$ cat config.mk
export PLATFORM = sky130hd
export DESIGN_NAME = key_schedule_seq
export DESIGN_NICKNAME = d
export VERILOG_FILES = /design/src/rtl/key_schedule_seq.sv
export SDC_FILE = /design/constraint.sdc
export NUM_CORES = 2
export LEC_CHECK = 0
export CAP_MARGIN = 5
export CORE_MARGIN = 1
export CORE_UTILIZATION = 53
export CTS_CLUSTER_DIAMETER = 100
export CTS_CLUSTER_SIZE = 28
export DETAILED_ROUTE_END_ITERATION = 10
export PLACE_DENSITY = 0.77
export SLEW_MARGIN = 20
export SYNTH_ARGS = -nofsm -noshare
export SYNTH_HDL_FRONTEND = slang
export SYNTH_SLANG_ARGS = --single-unit
$ cat constraint.sdc
create_clock -name clk -period 16.1 [get_ports clk]
set_input_delay 4.025 -clock clk [delete_from_list [all_inputs] [get_ports clk]]
set_output_delay 4.025 -clock clk [all_outputs]
set_load 0.05 [all_outputs]
$ cat src/rtl/key_schedule_seq.sv
// key_schedule_seq: sequential AES-128/192/256 key expansion emitting round keys over valid/ready
module key_schedule_seq #(
  parameter int MAX_KEY_BITS = 256
) (
  input  logic                    clk,
  input  logic                    reset,
  input  logic                    start,
  input  logic [MAX_KEY_BITS-1:0] key,
  input  logic [1:0]              key_len,
  output logic [127:0]            round_key,
  output logic [3:0]              round_idx,
  output logic                    rk_valid,
  input  logic                    rk_ready,
  output logic                    busy,
  output logic                    done,
  output logic                    err
);
  localparam logic [2047:0] SBOX = {
    128'h637c777bf26b6fc53001672bfed7ab76, 128'hca82c97dfa5947f0add4a2af9ca472c0,
    128'hb7fd9326363ff7cc34a5e5f171d83115, 128'h04c723c31896059a071280e2eb27b275,
    128'h09832c1a1b6e5aa0523bd6b329e32f84, 128'h53d100ed20fcb15b6acbbe394a4c58cf,
    128'hd0efaafb434d338545f9027f503c9fa8, 128'h51a3408f929d38f5bcb6da2110fff3d2,
    128'hcd0c13ec5f974417c4a77e3d645d1973, 128'h60814fdc222a908846eeb814de5e0bdb,
    128'he0323a0a4906245cc2d3ac629195e479, 128'he7c8376d8dd54ea96c56f4ea657aae08,
    128'hba78252e1ca6b4c6e8dd741f4bbd8b8a, 128'h703eb5664803f60e613557b986c11d9e,
    128'he1f8981169d98e949b1e87e9ce5528df, 128'h8ca1890dbfe6426841992d0fb054bb16};
  typedef enum logic [1:0] {IDLE, GEN, DRAIN} state_t;
  state_t state;
  logic [255:0] kreg;
  logic [7:0][31:0] win;
  logic [31:0] slot [3];
  logic [5:0] i;
  logic [2:0] m, nkm;
  logic [3:0] nr;
  logic [7:0] rcon;
  logic legal, stall, hs, expand, last;
  logic [31:0] prev, lag, sw_in, sw, wi;
  function automatic logic [7:0] sb(input logic [7:0] x);
    return SBOX[{~x, 3'b111} -: 8];
  endfunction
  assign legal = key_len != 2'd3 && 128 + 64 * int'(key_len) <= MAX_KEY_BITS;
  assign stall = rk_valid && !rk_ready;
  assign hs = rk_valid && rk_ready;
  assign expand = i > {3'b0, nkm};
  assign last = i == {nr, 2'b11};
  assign prev = win[0];
  assign lag = win[nkm];
  assign sw_in = m == 3'd0 ? {prev[23:0], prev[31:24]} : prev;
  assign sw = {sb(sw_in[31:24]), sb(sw_in[23:16]), sb(sw_in[15:8]), sb(sw_in[7:0])};
  assign wi = !expand ? kreg[255:224] :
              m == 3'd0 ? lag ^ sw ^ {rcon, 24'h0} :
              nkm == 3'd7 && m == 3'd4 ? lag ^ sw : lag ^ prev;
  always_ff @(posedge clk) begin
    if (reset) begin
      state <= IDLE;
      round_key <= '0;
      round_idx <= '0;
      rk_valid <= 1'b0;
      busy <= 1'b0;
      done <= 1'b0;
      err <= 1'b0;
      i <= '0;
      m <= '0;
      rcon <= 8'h01;
    end else begin
      done <= 1'b0;
      err <= 1'b0;
      if (hs) rk_valid <= 1'b0;
      case (state)
        IDLE: if (start) begin
          if (legal) begin
            kreg <= 256'(key) << (256 - MAX_KEY_BITS);
            nkm <= 3'd3 + {key_len, 1'b0};
            nr <= 4'd10 + {1'b0, key_len, 1'b0};
            i <= '0;
            m <= '0;
            rcon <= 8'h01;
            busy <= 1'b1;
            state <= GEN;
          end else err <= 1'b1;
        end
        GEN: if (!stall) begin
          kreg <= kreg << 32;
          win <= {win[6:0], wi};
          i <= i + 6'd1;
          m <= m == nkm ? 3'd0 : m + 3'd1;
          if (expand && m == 3'd0) rcon <= {rcon[6:0], 1'b0} ^ (rcon[7] ? 8'h1b : 8'h00);
          if (i[1:0] == 2'd3) begin
            round_key <= {slot[0], slot[1], slot[2], wi};
            round_idx <= i[5:2];
            rk_valid <= 1'b1;
          end else slot[i[1:0]] <= wi;
          if (last) state <= DRAIN;
        end
        DRAIN: if (hs) begin
          done <= 1'b1;
          busy <= 1'b0;
          state <= IDLE;
        end
        default: state <= IDLE;
      endcase
    end
  end
endmodule

==> results.yml <==
placement:
  post-place-cells: 6009
  dpl.hpwl_mm: 127
  port_buffers: 397
  globalplace.congestion: 1.07
  pre_cts_slack_ns: 8.70
floorplan:
  ios: 398
  fp.dieArea_um2: 85700
  start_util_pct: 53.5
  dieHeight_um: 293
  fp.dieW_um: 293
  core_area_um2: 83700
  num_rows: 106
finish:
  layout.cells.non_filler: 6077
  drive_above_1_share_pct: 7.84
  area.growth.synth_to_final_pct: 13.1
  fillers: 6951
  final_nets: 5215
timing:
  fmax_mhz: 145
  fin_ws_ns: 9.18
  setup_viol: 0
  rsz0062_at_grt: "no"
  drv_slew: 0
  finClkSkew_ns: 0.0363
  fin_crit_ns: 6.92
  hold_viol_final: 0
  hold_ws_ns: 0.423
  period_share_pct: 43.0
  tightest_slew_ns: 1.23
  tns_ns: 0
  slew_headroom_pct: 16.1
synth:
  synth_cells: 4753
  yosysUniqueCellTypes: 106
  synth-seq-area-share_pct: 47.9
  yosys.area.top_type: "edfxtp_1"
  syn_area_um2: 44800
  ys_async_sr_fraction_pct: 0
  syn_area_per_cell_um2: 9.42
  synth_commonest_cells: "nand2_1, edfxtp_1, a21oi_1"
  yosysMostFrequentCell: "nand2_1"
  ys_ff_latch: 766
  netlist_top_cells_area: "edfxtp_1, nand2_1, dfxtp_1"
  syn_nets: 5056
  synthFlopType: "edfxtp_1"
  synth_top_area_share_pct: 41.0
  synth-edff-count: 611
  yosysWarnings: 0
power_and_ir_drop:
  power_density_nw_per_um2: 91.7
  clock_power_share_pct: 22.9
  swShare_pct: 33.9
  internal_power_mw: 3.07
  power_frac_seq_pct: 48.9
  p_switching_mw: 1.57
  ir_drop_mv: 0.0932
  p_comb_share_pct: 28.2
  leakage_nw: 17.6
drt:
  post_drt_via_cell_ratio: 7.00
  drtPass1Iterations: 8
  routed_wl_mm: 187
  post_drt_wl_per_cell_um: 30.7
  drc: 0
  vias: 42600
  first_iter_violations: 6959
  final_antenna_net_count: 0
grt:
  grt_pass1_wl_mm: 271
  grt_overflow: 0
  grt_max_degree: 192
  grtUsageTotal_pct: 42.5
  antenna_found_initial: 14
  grt_pass1_vias: 40100
critical_path:
  cp-start-kind: "input pin"
  startpoint: "rk_ready"
  path_max_fanout: 178
  crit_required_ns: 16.33
  arrival_ns: 7.15
  critPathKind: "input pin to register"
  cp-end-kind: "register"
  r2r-start: "m[0]"
clock_tree:
  cts-resized-gates: 0
  cts_max_path_buffers: 3
  cts.sinks: 766
  htree_levels: 2
  cts_made_buffers: 35
  root_buffer: "clkbuf_16"
  cts_tree: "done"
  hold_buffers: 0
  clk_pin_slew_ns: 0.11
  worstSkewPairLatency_ns: 0.63
  cts_setup_buffers: 0
min_path:
  hold_class: "register to register"
  min-delay-start: "win[69]"
run_status:
  outcome: "complete, no violations"
run:
  cap_violations: 0
## metal layers
metal / global-route usage [%] / share of wire, % / routed length [µm]
met4: 22.5 / 6.6 / 12300
met3: 13.0 / 13 / 24200
met1: 55.6 / 37 / 69600
met2: 63.1 / 43 / 80500
met5: 0.340 / 0.054 / 100
## layout make-up
class,count,area (µm²),share of cell area (%)
flip-flops and latches,766,21500,42.3
well taps,1134,1420,2.80
clock buffers,54,947,1.87
repair buffers,545,5120,10.1
multi-input cells,3513,21400,42.2
diodes,4,10.0,0.0198
inverters,51,191,0.378
clock inverters,10,146,0.289
## through the flow
| step | area [µm²] | util, % | total power, mW |
|---|---|---|---|
| after floorplan | 44800 | - | 3.10 |
| after global placement | 49500 | 59.2 | 3.56 |
| after detailed placement | 49600 | 59.2 | 3.55 |
| after CTS | 50600 | 60.5 | 4.59 |
| after global routing | 50700 | 60.5 | 4.77 |
| final | 50700 | 60.5 | 4.65 |
## power groups by stage
stage	Combinational (mW)	Sequential, mW	Clock, mW
after floorplan	0.777	2.33	0
after global placement	1.25	2.31	0
after detailed placement	1.23	2.31	0
after CTS	1.24	2.27	1.08
after global routing	1.35	2.28	1.14
final	1.31	2.27	1.07
## sequential cells by signal, summed over array words and instances, names as in the netlist, 2 cells and up
register   count
nr             2
slot          96
m              3
state          2
win          224
kreg         256
rcon           8
i              6
prev          32
round_idx      4
round_key    128
## kinds of logic after synthesis
family	share of synthesized area [%]
buffers and inverters	4.90
muxes	6.53
adders and majority gates	1.15
DFF	47.9
and+or+nand+nor	17.6
xor gates and xnor gates	1.35
AOI/OAI and AO/OA	20.6
## critical path, stage by stage
cell and delay, ns:
clkdlybuf4s50_1 0.53, nor2b_1 0.09, nor2_1 0.36, nor2_1 0.22
nor2_4 0.11, buf_4 0.76, buf_12 0.68
## worst paths after layout
kind,to,slack (ns),depth (start not counted)
worst max-delay path,kreg[107],9.18,7
worst max register to register,prev[16],9.42,15
worst min register to register,win[101],0.42,0
worst min-delay path,win[101],0.42,0
## layout by cell type (no fill, tap or decap), drive strengths merged, types with 23 or more instances in the layout
cell,n
nand2,1167
edfxtp,611
clkdlybuf4s50,396
a21oi,340
nor2,245
o21ai,208
dfxtp,155
buf,149
mux2i,130
a211oi,119
o211ai,99
nand3,83
a31oi,82
nor3,80
mux2,73
o221ai,54
clkbuf,54
inv,53
o31ai,47
and2,44
nand2b,44
ha,41
a221oi,40
xnor2,37
o22ai,36
mux4,34
a311oi,33
a211o,29
o311ai,26
xor2,24
nor2b,23
(Power assumes the default switching activity.)
